$ cat config.mk
export PLATFORM = sky130hd
export DESIGN_NAME = regfile_dump_reader
export DESIGN_NICKNAME = d
export VERILOG_FILES = /design/src/rtl/regfile_pkg.sv /design/src/rtl/regfile_dump_reader.sv
export SDC_FILE = /design/constraint.sdc
export NUM_CORES = 1
export LEC_CHECK = 0
export CAP_MARGIN = 0
export CORE_UTILIZATION = 60
export CTS_CLUSTER_DIAMETER = 80
export DETAILED_ROUTE_END_ITERATION = 7
export DONT_BUFFER_PORTS = 1
export PLACE_DENSITY = 0.76
export SLEW_MARGIN = 20
export SYNTH_ARGS = -nofsm -noshare
export SYNTH_HDL_FRONTEND = slang
export SYNTH_SLANG_ARGS = --single-unit
$ cat constraint.sdc
create_clock -name clock -period 4.5 [get_ports clock]
set_input_delay 0.9 -clock clock [delete_from_list [all_inputs] [get_ports clock]]
set_output_delay 0.9 -clock clock [all_outputs]
set_load 0.01 [all_outputs]
$ cat src/rtl/regfile_pkg.sv
// Shared register-file constants and the read-port dump FSM state encoding.
package regfile_pkg;
  localparam int ADDR_WIDTH = 5;
  localparam int DATA_WIDTH = 32;
  localparam int NUM_REGS   = 2 ** ADDR_WIDTH;

  typedef enum logic [1:0] {
    IDLE,
    WAIT,
    PRESENT
  } dump_state_t;
endpackage

$ cat src/rtl/regfile_dump_reader.sv
// Walks a register address range on a spare read port and streams each word out
// as a valid/ready (index, data) beat; read-only with respect to the register file.
//   state   | meaning
//   IDLE    | no dump in progress, waiting for start
//   WAIT    | read_address driven, counting down the read latency
//   PRESENT | captured word offered on dump_*, waiting for dump_ready
module regfile_dump_reader #(
  parameter int ADDR_WIDTH = 5,
  parameter int DATA_WIDTH = 32,
  parameter int RD_LATENCY = 1
) (
  input  logic                  clock,
  input  logic                  reset,
  input  logic                  start,
  input  logic [ADDR_WIDTH-1:0] first_addr,
  input  logic [ADDR_WIDTH-1:0] last_addr,
  output logic [ADDR_WIDTH-1:0] read_address,
  input  logic [DATA_WIDTH-1:0] read_data,
  output logic                  dump_valid,
  input  logic                  dump_ready,
  output logic [ADDR_WIDTH-1:0] dump_index,
  output logic [DATA_WIDTH-1:0] dump_data,
  output logic                  dump_last,
  output logic                  busy,
  output logic                  done
);
  import regfile_pkg::*;

  localparam logic [2:0] LAT_LOAD = 3'(RD_LATENCY);

  dump_state_t           state, state_n;
  logic [ADDR_WIDTH-1:0] remaining, remaining_n;
  logic [2:0]            lat_cnt, lat_cnt_n;
  logic [ADDR_WIDTH-1:0] read_address_n, dump_index_n;
  logic [DATA_WIDTH-1:0] dump_data_n;
  logic                  dump_valid_n, dump_last_n, busy_n, done_n;

  always_ff @(posedge clock or posedge reset) begin
    if (reset) begin
      state        <= IDLE;
      remaining    <= '0;
      lat_cnt      <= '0;
      read_address <= '0;
      dump_valid   <= 1'b0;
      dump_index   <= '0;
      dump_data    <= '0;
      dump_last    <= 1'b0;
      busy         <= 1'b0;
      done         <= 1'b0;
    end else begin
      state        <= state_n;
      remaining    <= remaining_n;
      lat_cnt      <= lat_cnt_n;
      read_address <= read_address_n;
      dump_valid   <= dump_valid_n;
      dump_index   <= dump_index_n;
      dump_data    <= dump_data_n;
      dump_last    <= dump_last_n;
      busy         <= busy_n;
      done         <= done_n;
    end
  end

  // The range is held as the current address plus a count of words still to go,
  // so a wrapping range (last < first) needs no special handling.
  always_comb begin
    state_n        = state;
    remaining_n    = remaining;
    lat_cnt_n      = lat_cnt;
    read_address_n = read_address;
    dump_valid_n   = dump_valid;
    dump_index_n   = dump_index;
    dump_data_n    = dump_data;
    dump_last_n    = dump_last;
    busy_n         = busy;
    done_n         = 1'b0;
    case (state)
      IDLE: begin
        if (start) begin
          read_address_n = first_addr;
          remaining_n    = last_addr - first_addr;
          lat_cnt_n      = LAT_LOAD;
          busy_n         = 1'b1;
          state_n        = WAIT;
        end
      end
      WAIT: begin
        lat_cnt_n = lat_cnt - 3'd1;
        if (lat_cnt == 3'd1) begin
          dump_data_n  = read_data;
          dump_index_n = read_address;
          dump_last_n  = (remaining == '0);
          dump_valid_n = 1'b1;
          state_n      = PRESENT;
        end
      end
      PRESENT: begin
        if (dump_ready) begin
          dump_valid_n = 1'b0;
          if (dump_last) begin
            busy_n      = 1'b0;
            done_n      = 1'b1;
            dump_last_n = 1'b0;
            state_n     = IDLE;
          end else begin
            read_address_n = read_address + 1'b1;
            remaining_n    = remaining - 1'b1;
            lat_cnt_n      = LAT_LOAD;
            state_n        = WAIT;
          end
        end
      end
      default: state_n = IDLE;
    endcase
  end
endmodule
==> results.sh, run 1 <==
export IMPL_final_nets=256
export IMPL_timing_final_setup_violations=0
export IMPL_synthFlopType="sky130_fd_sc_hd__dfrtp_1"
export IMPL_cell_type_with_the_largest_total_area_after_synthesis="sky130_fd_sc_hd__dfrtp_1"
export IMPL_timing_rr_start="state[0]"
export IMPL_global_route_usage_total_pct=22.6
export IMPL_synthArstFlopShare_pct=100
export IMPL_max_slew_worst_pin_slew_ns=0.941
export IMPL_vias_in_the_first_global_route=1653
export IMPL_synth_enable_flop_cells=0
export IMPL_routed_via_count=1531
export IMPL_area_growth_syn_to_layout_pct=5.29
export IMPL_avgViaCountPerCell=6.08
export IMPL_grt_max_degree=57
export IMPL_global_route_congestion_overflow_total=0
export IMPL_clk_transition_reported_paths_ns=0.10
export IMPL_residual_antenna_violating_net_count_after_detailed_routing=0
export IMPL_final_max_slew_viol_count=0
export IMPL_detail_route_drc_violations=0
export IMPL_post_route_setup_slack_ns=2.41
export IMPL_clkLatencyLatePin_ns=0.30
export IMPL_top_level_ports=92
export IMPL_required_worst_endpoint_ns=4.69
export IMPL_hold_class="reg -> reg"
export IMPL_path_max_fanout=41
export IMPL_max_clock_path_buffers=2
export IMPL_io_buffers=0
export IMPL_dp_final_hpwl_um=3370
export IMPL_timing_rr_end="dump_data[2]"
export IMPL_die_x_um=66.6
export IMPL_max_freq_mhz=478
export IMPL_timing_critical_path_to="dump_data[2]"
export IMPL_drive_above_1_share_pct=23.3
export IMPL_reg2reg_depth=3
export IMPL_fp_rows=23
export IMPL_fin_crit_sh_pct=46.5
export IMPL_diodes_inserted=0
export IMPL_design_core_area_um2=4000
export IMPL_cts_tree="yes"
export IMPL_crit_chain="nor2b_1 > and2_2 > mux2_2"
export IMPL_post_synth_instance_area_um2=2510
export IMPL_cts_sink_count=56
export IMPL_final_min_clock_period_ns=2.09
export IMPL_post_synth_top_area_fraction_pct=55.9
export IMPL_pwr_density_cell_nw_per_um2=753
export IMPL_wl_um=4760
export IMPL_avgRoutedWirePerCell_um=18.9
export IMPL_postCtsHoldBufs=0
export IMPL_drt_initial_violations=99
export IMPL_die_height_um=66.6
export IMPL_die_area_um2=4440
export IMPL_critical_path_startpoint_type="register"
export IMPL_filler_cell_count=317
export IMPL_antenna_found_initial=0
export IMPL_totalNegativeSetupSlack_ns=0
export IMPL_crit_path_max_incr_delay_ns=0.79
export IMPL_yosysWarnings=0
export IMPL_grt_setup_unrepaired="no"
export IMPL_post_cts_resized_instances=0
export IMPL_end_kind="register"
export IMPL_hold_viol=0
export IMPL_drt_first_pass_iters=4
export IMPL_place_congestion=0.741
export IMPL_grt_pass1_wl_um=7400
export IMPL_syn_num_nets=258
export IMPL_synthCells=203
export IMPL_final_setup_skew_ns=0.00608
export IMPL_initial_utilization_pct=62.7
export IMPL_cpMaxStageDelayCell="sky130_fd_sc_hd__and2_2"
export IMPL_timing_critical_path_arrival_ns=2.29
export IMPL_cts_htree_levels=2
export IMPL_maxSlewHeadroom_pct=37.2
export IMPL_synth_seq_cells=56
export IMPL_syn_avg_cell_area_um2=12.3
export IMPL_synthDistinctLibCells=39
export IMPL_outcome="complete, no violations"
export IMPL_yosysSeqAreaShare_pct=55.9
export IMPL_ir_worst_vdd_uv=464
export IMPL_post_cts_setup_inserts=0
export IMPL_p_leak_nw=1.16
export IMPL_path_class="reg -> reg"
export IMPL_synth_top_cells_by_area="sky130_fd_sc_hd__dfrtp_1 56%, sky130_fd_sc_hd__mux2_2 16%, sky130_fd_sc_hd__ha_1 4.0%"
export IMPL_drv_max_cap_violation_count=0
export IMPL_crit_path_from="state[0]"
export IMPL_cts_root_buffer="sky130_fd_sc_hd__clkbuf_8"
export IMPL_regToRegSetupSlack_ns=2.41
export IMPL_number_of_clock_buffers_inserted_by_tritoncts=5
export IMPL_fin_hold_ws_ns=0.525
export IMPL_pre_cts_slack_ns=2.19
==> state kept, by name, summed over array words and instances (netlist names), 2 cells and up <==
register	cells
dump_data	32
dump_index	5
lat_cnt	3
read_address	5
remaining	5
state	2
==> cell families after synthesis <==
logic type	count (synthesis)	synth area share (%)
multiplexers	38	17.0
flip-flops	56	55.9
AND/OR/NAND/NOR	38	7.84
AO/OA/AOI/OAI	36	8.99
buffers and inverters	21	3.69
adder cells (fa/ha/maj)	9	4.79
XOR/XNOR	5	1.75
==> metrics by stage <==
step | cells | util [%] | area (um2) | power [mW]
2_1_floorplan | 203 | - | 2510 | 1.53
3_3_place_gp | 244 | 63.1 | 2520 | 1.61
3_5_place_dp | 244 | 63.1 | 2520 | 1.67
4_1_cts | 252 | 65.9 | 2640 | 2.00
5_1_grt | 252 | 66.0 | 2640 | 2.11
6_report | 252 | 66.0 | 2640 | 1.99
==> synthesized netlist by cell type (2+ instances only) <==
cell type,count
sky130_fd_sc_hd__a211o_1,2
sky130_fd_sc_hd__a21o_1,3
sky130_fd_sc_hd__a21oi_1,9
sky130_fd_sc_hd__a31oi_1,5
sky130_fd_sc_hd__buf_2,5
sky130_fd_sc_hd__clkbuf_1,3
sky130_fd_sc_hd__dfrtp_1,56
sky130_fd_sc_hd__ha_1,8
sky130_fd_sc_hd__inv_1,12
sky130_fd_sc_hd__mux2_1,2
sky130_fd_sc_hd__mux2_2,35
sky130_fd_sc_hd__nand2_1,10
sky130_fd_sc_hd__nand2b_1,3
sky130_fd_sc_hd__nand3_1,3
sky130_fd_sc_hd__nor2_1,9
sky130_fd_sc_hd__nor2b_1,3
sky130_fd_sc_hd__nor3_1,2
sky130_fd_sc_hd__o21ai_0,9
sky130_fd_sc_hd__xnor2_1,2
sky130_fd_sc_hd__xor2_1,3
==> cell usage in the layout, fill, tap and decap left out, types with 2 or more instances in the layout <==
cell                       count
sky130_fd_sc_hd__dfrtp_1      56
sky130_fd_sc_hd__mux2_2       35
sky130_fd_sc_hd__inv_1        11
sky130_fd_sc_hd__nand2_1      10
sky130_fd_sc_hd__o21ai_0       9
sky130_fd_sc_hd__nor2_1        9
sky130_fd_sc_hd__a21oi_1       9
sky130_fd_sc_hd__ha_1          8
sky130_fd_sc_hd__a31oi_1       5
sky130_fd_sc_hd__clkbuf_8      5
sky130_fd_sc_hd__nor2b_1       3
sky130_fd_sc_hd__nand2b_1      3
sky130_fd_sc_hd__nand3_1       3
sky130_fd_sc_hd__a21o_1        3
sky130_fd_sc_hd__xor2_1        3
sky130_fd_sc_hd__mux2_1        2
sky130_fd_sc_hd__xnor2_1       2
sky130_fd_sc_hd__nor3_1        2
sky130_fd_sc_hd__a211o_1       2
sky130_fd_sc_hd__clkinv_2      2
==> layout make-up <==
class	instances	area, um2	share of cell area [%]
flip-flops and latches	56	1400	53.1
clock inverters	3	46.3	1.75
clock buffers	5	68.8	2.61
well taps	50	62.6	2.37
multi-input cells	126	1010	38.4
inverters	12	46.3	1.75
==> worst min-delay path by stage <==
stage	startpoint	to	slack [ns]	cells past startpoint
final	lat_cnt[0]	lat_cnt[0]	0.53	1
after global routing	lat_cnt[0]	lat_cnt[0]	0.57	1
after CTS	lat_cnt[0]	lat_cnt[0]	0.53	1
after detailed placement	lat_cnt[0]	lat_cnt[0]	0.52	1
after global placement	lat_cnt[0]	lat_cnt[0]	0.49	1
after floorplan	remaining[4]	dump_last	0.45	1
==> power by group <==
part	internal, mW	switching [mW]	total, mW
clock	0.169	0.162	0.331
combinational	0.324	0.275	0.599
sequential	0.753	0.304	1.06
total	1.25	0.740	1.99
==> critical path: cells and delay by family (launching register included) <==
family	cells	cell delay (ns)
and+or+nand+nor	2	1.10
DFF	1	0.45
muxes	1	0.42
==> metal layers <==
metal / wire [um] / GRT usage, % / up-vias
met5: 0 / 0 / -
met1: 1910 / 26.8 / 760
met3: 379 / 7.19 / 5
li1: - / - / 698
met4: 42 / 7.71 / 0
met2: 2430 / 38.5 / 68
Power figures use the tool's default switching activity.
==> run 2: changes to the inputs <==
==> constraint.sdc (replaced) <==
create_clock -name clock -period 2.1 [get_ports clock]
set_input_delay 0.42 -clock clock [delete_from_list [all_inputs] [get_ports clock]]
set_output_delay 0.42 -clock clock [all_outputs]
set_load 0.01 [all_outputs]
==> results.sh, run 2 (synthesized netlist as in run 1, its figures left out) <==
export IMPL_outcome="complete, no violations"
export IMPL_max_clock_path_buffers=2
export IMPL_final_max_slew_viol_count=0
export IMPL_mostFrequentLayoutCell="sky130_fd_sc_hd__dfrtp_1"
export IMPL_detailed_place_area_um2=2560
export IMPL_drive_above_1_share_pct=24.4
export IMPL_commonest_cells_after_routing_fill_and_taps_aside="56 x sky130_fd_sc_hd__dfrtp_1, 35 x sky130_fd_sc_hd__mux2_2, 11 x sky130_fd_sc_hd__inv_1, 10 x sky130_fd_sc_hd__nand2_1"
export IMPL_regMostFlops="dump_data"
export IMPL_routed_via_count=1545
export IMPL_wl_um=4610
export IMPL_die_area_um2=4440
export IMPL_ir_worst_vdd_uv=900
export IMPL_residual_antenna_violating_net_count_after_detailed_routing=0
export IMPL_end_kind="register"
export IMPL_dp_final_hpwl_um=3390
export IMPL_drt_initial_violations=70
export IMPL_fp_rows=23
export IMPL_cts_htree_levels=2
export IMPL_drv_max_cap_violation_count=0
export IMPL_critical_path_startpoint_type="register"
export IMPL_global_route_usage_met2_pct=36.1
export IMPL_max_slew_worst_pin_slew_ns=0.681
export IMPL_grt_max_degree=57
export IMPL_final_min_clock_period_ns=1.75
export IMPL_avgRoutedWirePerCell_um=18.1
export IMPL_antenna_found_initial=0
export IMPL_final_nets=259
export IMPL_top_usage_layer="met2"
export IMPL_timing_rr_start="state[0]"
export IMPL_crit_path_from="state[0]"
export IMPL_vias_in_the_first_global_route=1641
export IMPL_avgViaCountPerCell=6.06
export IMPL_path_class="reg -> reg"
export IMPL_clk_transition_reported_paths_ns=0.10
export IMPL_clkLatencyLatePin_ns=0.30
export IMPL_pwr_density_cell_nw_per_um2=1570
export IMPL_swShare_pct=37.5
export IMPL_post_cts_resized_instances=0
export IMPL_top_level_ports=92
export IMPL_timing_critical_path_arrival_ns=1.93
export IMPL_diodes_inserted=0
export IMPL_detail_route_drc_violations=0
export IMPL_max_freq_mhz=573
export IMPL_design_core_area_um2=4000
export IMPL_totalNegativeSetupSlack_ns=0
export IMPL_largest_register_ff_count=32
export IMPL_p_switching_mw=1.56
export IMPL_path_max_fanout=22
export IMPL_grt_pass1_wl_um=7130
export IMPL_timing_final_setup_violations=0
export IMPL_global_route_usage_total_pct=21.4
export IMPL_hold_viol=0
export IMPL_seq_power_share_pct=54.2
export IMPL_final_setup_skew_ns=0.0106
export IMPL_hold_class="in -> async"
export IMPL_drt_first_pass_iters=4
export IMPL_share_clk_of_total_power_pct=14.6
export IMPL_global_route_congestion_overflow_total=0
export IMPL_post_cts_setup_inserts=0
export IMPL_cts_tree="yes"
export IMPL_cts_root_buffer="sky130_fd_sc_hd__clkbuf_8"
export IMPL_fin_crit_sh_pct=83.1
export IMPL_initial_utilization_pct=62.7
export IMPL_comb_power_share_pct=31.2
export IMPL_required_worst_endpoint_ns=2.28
export IMPL_grt_setup_unrepaired="no"
export IMPL_area_growth_syn_to_layout_pct=5.89
export IMPL_io_buffers=0
export IMPL_groute_layer_met3_usage_pct=6.68
export IMPL_grt_use_met1_pct=26.3
export IMPL_postCtsHoldBufs=0
export IMPL_number_of_clock_buffers_inserted_by_tritoncts=5
export IMPL_p_leak_nw=1.17
export IMPL_cts_sink_count=56
export IMPL_cellInternalPower_mw=2.60
export IMPL_die_height_um=66.6
export IMPL_maxSlewHeadroom_pct=54.5
export IMPL_post_route_cell_area_um2=2650
export IMPL_place_congestion=0.745
export IMPL_die_x_um=66.6
[run 2: final timing paths]
path	to	slack, ns	cells after the start
setup / recovery	dump_data[1]	0.35	4
hold / removal	dump_data[4]	0.05	2
setup reg to reg	dump_data[1]	0.35	4
hold reg to reg	dump_last	0.54	1
max in group asynchronous	dump_data[1]	1.82	2
min in group clock	state[1]	0.22	1
[run 2: metrics by stage]
stage / hold slack [ns] / instances / worst slack [ns] / util (%) / power, mW
5_1_grt: 0.0527 / 255 / 0.258 / 66.3 / 4.43
2_1_floorplan: 0.451 / 203 / 0.309 / - / 3.27
3_3_place_gp: 0.375 / 247 / 0.347 / 63.9 / 3.47
4_1_cts: 0.0498 / 255 / 0.360 / 66.3 / 4.20
3_5_place_dp: 0.383 / 247 / 0.273 / 63.9 / 3.60
6_report: 0.0480 / 255 / 0.355 / 66.3 / 4.16
[run 2: routing by layer]
layer,vias to the layer above,part of all wire [%],routed length [um]
li1,712,-,-
met1,763,41,1870
met2,66,52,2380
met3,4,7.0,325
met4,0,0.78,36
met5,-,0,0
[run 2: layout make-up]
type / instances / area (um2)
Sequential cell: 56 / 1400
Clock inverter: 2 / 13.8
Inverter: 12 / 45.0
Fill cell: 312 / 1350
Clock buffer: 6 / 82.6
Timing Repair Buffer: 3 / 35.0
Multi-Input combinational cell: 126 / 1010
Tap cell: 50 / 62.6
[run 2: critical path, stage by stage, from the launching register on]
cell and delay (ns):
sky130_fd_sc_hd__dfrtp_1 0.46, sky130_fd_sc_hd__nor2b_1 0.31, sky130_fd_sc_hd__and2_2 0.21, sky130_fd_sc_hd__buf_4 0.27
sky130_fd_sc_hd__mux2_2 0.38
[run 2: power groups by stage]
stage               sequential, mW  combinational, mW  clock (mW)
floorplan                     2.14               1.13           0
global placement              2.25               1.22           0
detailed placement            2.28               1.31           0
CTS                           2.26               1.32       0.619
global route                  2.33               1.44       0.664
finish                        2.26               1.30       0.609
